**src/rtl/mem_port_arbiter.sv**
```systemverilog
// Memory port arbiter: shares one memory port between instruction fetch and
// data (load/store) requests. Data normally wins, but a waiting fetch is
// guaranteed a grant after MAX_DATA_BURST data grants in a row.
// Optional build macro MEM_TIMEOUT_EN adds a wait-for-ack watchdog that aborts
// a stuck access after TIMEOUT_CYCLES cycles and raises a sticky o_err.
module mem_port_arbiter #(
  parameter int ADDR_W         = 32,
  parameter int DATA_W         = 32,
  parameter int MAX_DATA_BURST = 4,
  parameter int TIMEOUT_CYCLES = 16
) (
  input  logic              i_clk,
  input  logic              i_reset,
  input  logic              i_if_req,
  input  logic [ADDR_W-1:0] i_if_addr,
  output logic              o_if_valid,
  output logic [DATA_W-1:0] o_if_rdata,
  input  logic              i_d_req,
  input  logic              i_d_we,
  input  logic [ADDR_W-1:0] i_d_addr,
  input  logic [DATA_W-1:0] i_d_wdata,
  output logic              o_d_valid,
  output logic [DATA_W-1:0] o_d_rdata,
  output logic              o_mem_en,
  output logic              o_mem_we,
  output logic [ADDR_W-1:0] o_mem_addr,
  output logic [DATA_W-1:0] o_mem_wdata,
  input  logic [DATA_W-1:0] i_mem_rdata,
  input  logic              i_mem_ack,
  output logic              o_stall_if,
  output logic              o_stall_mem,
  output logic              o_err
);

  typedef enum logic [1:0] {
    S_IDLE,
    S_FETCH,
    S_DATA
  } state_t;

  localparam int BW = $clog2(MAX_DATA_BURST + 1);

  state_t        r_state;
  state_t        w_next;
  logic [BW-1:0] r_burst;
  logic          w_starved;
  logic          w_grant_d;
  logic          w_grant_f;
  logic          w_ack;
  logic          w_expire;
  logic          w_tmo_hit;

  // A waiting fetch has lost MAX_DATA_BURST data grants in a row and now wins.
  assign w_starved = i_if_req && (r_burst == BW'(MAX_DATA_BURST));

`ifdef MEM_TIMEOUT_EN
  localparam int TW = $clog2(TIMEOUT_CYCLES + 1);
  logic [TW-1:0] r_tmo;
  logic          r_err;

  // The current cycle is the last one allowed before the access is abandoned.
  assign w_tmo_hit = (r_tmo == TW'(TIMEOUT_CYCLES - 1));

  // Count busy cycles without ack; restart whenever the port goes idle.
  always_ff @(posedge i_clk) begin
    if (i_reset) begin
      r_tmo <= '0;
    end else if ((r_state != S_IDLE) && !w_ack && !w_expire) begin
      r_tmo <= r_tmo + TW'(1);
    end else begin
      r_tmo <= '0;
    end
  end

  // Remember any abandoned access until the next reset.
  always_ff @(posedge i_clk) begin
    if (i_reset) begin
      r_err <= 1'b0;
    end else if (w_expire) begin
      r_err <= 1'b1;
    end
  end

  assign o_err = r_err;
`else
  // No watchdog: an access waits for its ack forever. The comparison is
  // constant-false and only keeps the parameter referenced in this build.
  assign w_tmo_hit = (TIMEOUT_CYCLES < 0);
  assign o_err     = 1'b0;
`endif

  // State register.
  always_ff @(posedge i_clk) begin
    if (i_reset) begin
      r_state <= S_IDLE;
    end else begin
      r_state <= w_next;
    end
  end

  // Next-state and grant decode; ack wins over a same-cycle timeout.
  always_comb begin
    w_next    = r_state;
    w_grant_d = 1'b0;
    w_grant_f = 1'b0;
    w_ack     = 1'b0;
    w_expire  = 1'b0;
    case (r_state)
      S_IDLE: begin
        if (i_d_req && !w_starved) begin
          w_next    = S_DATA;
          w_grant_d = 1'b1;
        end else if (i_if_req) begin
          w_next    = S_FETCH;
          w_grant_f = 1'b1;
        end
      end
      S_FETCH, S_DATA: begin
        if (i_mem_ack) begin
          w_ack  = 1'b1;
          w_next = S_IDLE;
        end else if (w_tmo_hit) begin
          w_expire = 1'b1;
          w_next   = S_IDLE;
        end
      end
      default: w_next = S_IDLE;
    endcase
  end

  // Consecutive data grants while a fetch waits; any fetch grant clears it.
  always_ff @(posedge i_clk) begin
    if (i_reset) begin
      r_burst <= '0;
    end else if (w_grant_f) begin
      r_burst <= '0;
    end else if (w_grant_d && i_if_req && (r_burst != BW'(MAX_DATA_BURST))) begin
      r_burst <= r_burst + BW'(1);
    end
  end

  // Memory request registers, completion pulses and returned read data.
  always_ff @(posedge i_clk) begin
    if (i_reset) begin
      o_mem_en    <= 1'b0;
      o_mem_we    <= 1'b0;
      o_mem_addr  <= '0;
      o_mem_wdata <= '0;
      o_if_valid  <= 1'b0;
      o_d_valid   <= 1'b0;
      o_if_rdata  <= '0;
      o_d_rdata   <= '0;
    end else begin
      o_if_valid <= (r_state == S_FETCH) && (w_ack || w_expire);
      o_d_valid  <= (r_state == S_DATA) && (w_ack || w_expire);
      if (w_grant_d) begin
        o_mem_en    <= 1'b1;
        o_mem_we    <= i_d_we;
        o_mem_addr  <= i_d_addr;
        o_mem_wdata <= i_d_wdata;
      end else if (w_grant_f) begin
        o_mem_en    <= 1'b1;
        o_mem_we    <= 1'b0;
        o_mem_addr  <= i_if_addr;
        o_mem_wdata <= '0;
      end else if (w_ack || w_expire) begin
        o_mem_en <= 1'b0;
        o_mem_we <= 1'b0;
      end
      if ((r_state == S_FETCH) && (w_ack || w_expire)) begin
        o_if_rdata <= w_ack ? i_mem_rdata : '0;
      end
      if ((r_state == S_DATA) && (w_expire || (w_ack && !o_mem_we))) begin
        o_d_rdata <= w_ack ? i_mem_rdata : '0;
      end
    end
  end

  assign o_stall_if  = i_if_req & ~o_if_valid;
  assign o_stall_mem = i_d_req & ~o_d_valid;

endmodule
```
**config.mk**
```make
export PLATFORM = sky130hd
export DESIGN_NAME = mem_port_arbiter
export DESIGN_NICKNAME = d
export VERILOG_FILES = /design/src/rtl/mem_port_arbiter.sv
export SDC_FILE = /design/constraint.sdc
export NUM_CORES = 1
export LEC_CHECK = 0
export ABC_AREA = 1
export CELL_PAD_IN_SITES_DETAIL_PLACEMENT = 0
export CELL_PAD_IN_SITES_GLOBAL_PLACEMENT = 1
export CORE_MARGIN = 2
export CORE_UTILIZATION = 42
export DETAILED_ROUTE_END_ITERATION = 10
export DONT_BUFFER_PORTS = 1
export GPL_ROUTABILITY_DRIVEN = 1
export GPL_TIMING_DRIVEN = 0
export PLACE_DENSITY_LB_ADDON = 0.1
export SLEW_MARGIN = 25
export SYNTH_ARGS = -nofsm -noshare
export SYNTH_HDL_FRONTEND = slang
export SYNTH_SLANG_ARGS = --single-unit
```
**constraint.sdc**
```tcl
create_clock -name i_clk -period 2.05 [get_ports i_clk]
set_clock_uncertainty 0.1 [all_clocks]
set_input_delay 0.41 -clock i_clk [delete_from_list [all_inputs] [get_ports i_clk]]
set_output_delay 0.41 -clock i_clk [all_outputs]
set_load 0.02 [all_outputs]
```
Yosys cells after proc, flatten, opt, wreduce, memory -nomap -nowiden
Cells that the tools add are included.
{"block": "classes", "n_mul": 0, "bitwise_logic": 4, "order_cmp": 0, "shifts": 0, "div": 0, "reduce_logical": 16, "n_mux": 21, "eq_ne": 6, "n_addsub": 1}
{"operator": "32-bit two-way mux", "n": 5}
{"operator": "1-bit two-way mux", "n": 12}
{"operator": "1-bit logical AND", "n": 8}
{"operator": "2-bit two-way mux", "n": 3}
{"operator": "3-bit != test, second input constant", "n": 2}
{"operator": "2-bit one-hot mux with 2 select lines", "n": 1}
{"operator": "2-bit OR reduction", "n": 2}
{"operator": "3-bit by 1-bit adder with 3-bit output, second input constant", "n": 1}
{"operator": "3-bit equality test, second input constant", "n": 1}
{"operator": "3-bit nonzero test", "n": 1}
{"operator": "1-bit bitwise AND", "n": 2}
{"operator": "2-bit by 1-bit equality test with 1-bit output, second input constant", "n": 1}
{"operator": "2-bit equality test, second input constant", "n": 1}
{"operator": "1-bit logical NOT", "n": 2}
{"operator": "2-bit logical NOT", "n": 1}
{"operator": "2-bit != test, second input constant", "n": 1}
{"operator": "1-bit NOT", "n": 2}
{"operator": "2-bit AND reduction", "n": 1}
{"operator": "2-bit nonzero test", "n": 1}
{"block": "word_totals", "memories": 0, "wordCells": 58, "out_inout_bits": 135, "rom_bits": 0, "inputBits": 134, "reg_bits": 137, "mem_bits_rw": 0, "latch_bits": 0}

Logic depth before layout (Yosys ltp)
{"block": "logic_depth", "ltp_word": 8, "ltp_mapped": 9, "mapped_depth_nobuf": 8}

Worst setup path before layout
OpenSTA, ideal clock, no wires.
{"block": "synth_timing", "kind": "register -> register", "start": "reg r_state[0]", "end": "reg o_d_rdata[0]", "period_less_slack_ns": 1.595, "n_path_buf": 1, "path_stages_with_launch": 9, "arrival_time_ns": 1.379, "setup_ns": 0.116, "required_ns": 1.834, "setup_slack_ns": 0.455, "cell_sequence": "dfxtp_1 inv_1 ha_1 nand2_1 nor3_4 inv_1 buf_2 nor2_1 nor2_1"}
{"block": "synth_between", "elab_chain_len": 5, "elab_cells_between_ends": 7, "classes_between": "eq/ne: 2; mux: 2; reduce/logical: 3"}
{"item": "start: declaration", "line": "43", "text": "state_t r_state;"}
{"item": "start signal: assignment", "line": "97", "text": "r_state <= w_next;"}
{"item": "2-bit by 1-bit equality test with 1-bit output or 2-bit equality test (tied branches)", "line": "108, 173"}
{"item": "2-bit OR reduction", "line": "108", "text": "case (r_state)"}
{"item": "1-bit two-way mux", "line": "108"}
{"item": "1-bit logical AND (2 in series)", "line": "173", "text": "if ((r_state == S_DATA) && (w_expire || (w_ack && !o_mem_we))) begin"}
{"item": "end signal: assignment", "line": "174", "text": "o_d_rdata <= w_ack ? i_mem_rdata : '0;"}
{"item": "end: declaration", "line": "23", "text": "output logic [DATA_W-1:0] o_d_rdata,"}
Several ways; a longest one is shown, not always the timed one.
A chain may end at the register's enable or synchronous reset.

Worst setup path in the final report
{"block": "layout_timing", "start": "reg r_state[0]", "end": "reg o_mem_wdata[20]"}
{"block": "layout_between", "elab_chain_len": 3, "elab_cells_between_ends": 5, "classes_between": "mux: 3; reduce/logical: 2"}
{"item": "2-bit logical NOT *", "line": "108"}
{"item": "1-bit two-way mux", "line": "108"}
{"item": "32-bit two-way mux or 2-bit nonzero test (tied branches)"}
{"item": "end signal: assignment", "line": "160", "text": "o_mem_wdata <= i_d_wdata;"}
{"item": "end: declaration", "line": "27", "text": "output logic [DATA_W-1:0] o_mem_wdata,"}
Mark *: on every way between the ends. The rest lies on a longest branch, timed or not.

==> metrics.md <==
| Metric | Value |
|---|---|
| Outcome | finished clean |
| Relative max-transition margin | 0.5829 |
| Gp weighted congestion | 0.8430 |
| Area of the mapped netlist | 0.005543 sq mm |
| WHS | 0.03624 ns |
| Total chip power | 7.151 mW |
| Crit share post-route | 0.9077 |
| # diodes | 0 |
| Count of cell types in the netlist | 22 |
| Crit path time final | 1.861 ns |
| Achievable Freq | 0.5374 GHz |
| Largest net degree at the start of global routing | 17 |
| Final setup vio count | 0 |
| Highest ir drop seen on vdd | 0.5357 mV |
| Asr flop ratio synth | 0 |
| # Max-Cap Violations | 0 |
| Buf/Inv on CP | 4 |
| CTS Root Cell | clkbuf_16 |
| Area grow syn2layout | 15.98% |
| Setup TNS | 0 ns |
| CP Launch Type | flip-flop |
| 1st-iter DRT viols | 173 |
| Routed Antenna Nets | 0 |
| Clock tree from TritonCTS | built |
| Cts hold-fix bufs | 0 |
| Top cells by area, synth | dfxtp_1 49%, nand2_1 14%, a21oi_1 9.3% |
| YS warnings | 0 |
| Clock latency on the worst-skew pair | 0.40 ns |
| Least-Margin Pin Slew | 0.6257 ns |
| CTS Sinks | 137 |
| Chip width | 118.9 um |
| Top delay family on crit path | buffers and inverters |
| DP Wirelength | 11720 um |
| CP max FO | 10 |
| Share of cells above drive strength 1 | 0.08281 |
| Setup CP Type | reg2reg |
| Non-filler cells, final | 969 |
| DR vias/cell | 5.050 |
| Crit end category | flip-flop |
| Max clock buf depth | 2 |
| Crit path largest cell delay | 0.32 ns |
| CP Data Arrival Time | 2.10 ns |
| DRC Markers | 0 |
| CTS buffer count | 17 |
| Slowest-stage cell, CP | dfxtp_1 |
| Pins Over Slew Limit | 0 |
| Initial antenna violation count | 0 |
| Worst hold path type | in2reg |
| GRT Residual Overflow | 0 |
| Row count | 41 |
| Syn nets | 902 |
| Most frequent cells after synthesis | 210 x nand2_1, 137 x dfxtp_1, 103 x a21oi_1 |
| IO Pins | 269 |
| Global-route wire length before repair | 24210 um |
| Synth Flop Type | dfxtp_1 |
| Finished Core Util | 0.5033 |
| Syn_area_per_cell | 7.265 sq um |
| Register area share after synthesis | 0.4948 |
| Post-Route WL | 15410 um |
| Die area | 0.01413 sq mm |
| Count leader, synth | nand2_1 |
| Vias | 4893 |
| Pwr Density | 1112 mW/mm^2 |
| IO buf count | 0 |
| GRT Total Usage | 0.2151 |
| First drt pass iteration count | 4 |
| Final hold vios | 0 |
| Cells after DPL | 935 |
| Nets | 923 |
| Vias in the first global route | 4788 |
| #FFs+latches synth | 137 |
| Clk pin slew, worst setup/hold paths | 0.06 ns |
| Post-synth top area share | 0.4948 |
| Critical Path RT | 2.29 ns |
| Post-Synthesis Cells | 763 |
| RSZ-0062 raised after global routing | false |
| WL per Instance | 15.91 um |
| Initial cell density of the core | 0.4339 |
| Die height | 118.9 um |
| P_leak | 2.818 nW |
| Post-synth EDFFs | 0 |
| Htree depth | 4 |
| Largest area contributor in the netlist | dfxtp_1 |
| Core area | 0.01277 sq mm |
| Critical Path, Cell by Cell | inv_1 -> ha_1 -> buf_2 -> nand3_2 -> inv_2 -> buf_4 -> nand2_1 -> a21oi_1 |
-- worst paths after layout --
path	from	endpoint	slack [ns]	cells past startpoint
hold reg to reg	r_state[1]	r_state[1]	0.39	2
setup reg to reg	r_state[0]	o_mem_wdata[20]	0.19	8
hold / removal	i_mem_rdata[10]	o_d_rdata[10]	0.04	2
setup / recovery	r_state[0]	o_mem_wdata[20]	0.19	8
-- power by group --
part	switching [mW]	internal, mW
clock network	1.12	2.23
registers	0.304	2.82
logic	0.441	0.239
-- per-stage QoR --
step / area [sq um] / worst slack [ns]
floorplan: 5543 / 0.4555
detailed placement: 5758 / 0.1147
finish: 6429 / 0.1892
global route: 6429 / 0.03181
global placement: 5758 / 0.1618
CTS: 6411 / 0.1002
-- state kept, by name, summed over array words and instances, names as in the netlist --
name,cells
o_mem_en,1
r_burst,3
o_d_valid,1
o_mem_addr,32
o_if_rdata,32
o_mem_wdata,32
o_if_valid,1
r_state,2
o_d_rdata,32
o_mem_we,1
-- metal layers --
layer | vias up | track usage | routed length (um)
li1 | 2479 | - | -
met1 | 2208 | 0.2363 | 6112
met2 | 188 | 0.3603 | 7428
met3 | 18 | 0.1049 | 1639
met4 | 0 | 0.07664 | 232
met5 | - | 0 | 0
-- layout by cell type, fill, tap and decap left out, types with 2 or more instances in the layout --
| cell type | instances |
|---|---|
| nand2_1 | 209 |
| dfxtp_1 | 137 |
| a21oi_1 | 103 |
| inv_1 | 77 |
| nor2_1 | 67 |
| nand3_1 | 35 |
| nand4_1 | 34 |
| o21ai_0 | 32 |
| clkbuf_1 | 22 |
| clkbuf_16 | 17 |
| buf_4 | 14 |
| buf_2 | 14 |
| buf_1 | 7 |
| ha_1 | 5 |
| bufinv_16 | 5 |
| nand3_2 | 2 |
| clkbuf_8 | 2 |
| clkinv_2 | 2 |
| clkinvlp_4 | 2 |
-- worst reg2reg max path: cells and delay by family (launching register included) --
kind	cells	cell delay [ns]
flip-flops	1	0.32
buffers and inverters	4	0.76
AO/OA/AOI/OAI	1	0.12
AND/OR/NAND/NOR	2	0.29
adder cells (fa/ha/maj)	1	0.21
-- timing repair --
action,in CTS,in global routing
gates resized for setup,0,1
setup buffers,0,2
endpoints found under the setup margin,0,28
-- cells by family after synthesis --
| logic type | count (synthesis) | synth area share |
|---|---|---|
| AOI/OAI and AO/OA | 136 | 0.1235 |
| xor gates and xnor gates | 1 | 0.001580 |
| other | 1 | 0.0006766 |
| and+or+nand+nor | 351 | 0.2661 |
| adders and majority gates | 5 | 0.01129 |
| buffers and inverters | 132 | 0.1020 |
| DFF | 137 | 0.4948 |
-- layout make-up --
type                            instances  area, sq um
Tap cell                              172        215.2
Inverter                               78        292.8
Fill cell                            1313         6345
Multi-Input combinational cell        494         2237
Clock inverter                         11        192.7
Buffer                                 54        272.8
Sequential cell                       137         2743
Clock buffer                           21        460.4
Timing Repair Buffer                    2        15.01
Power figures use the tool's default switching activity.
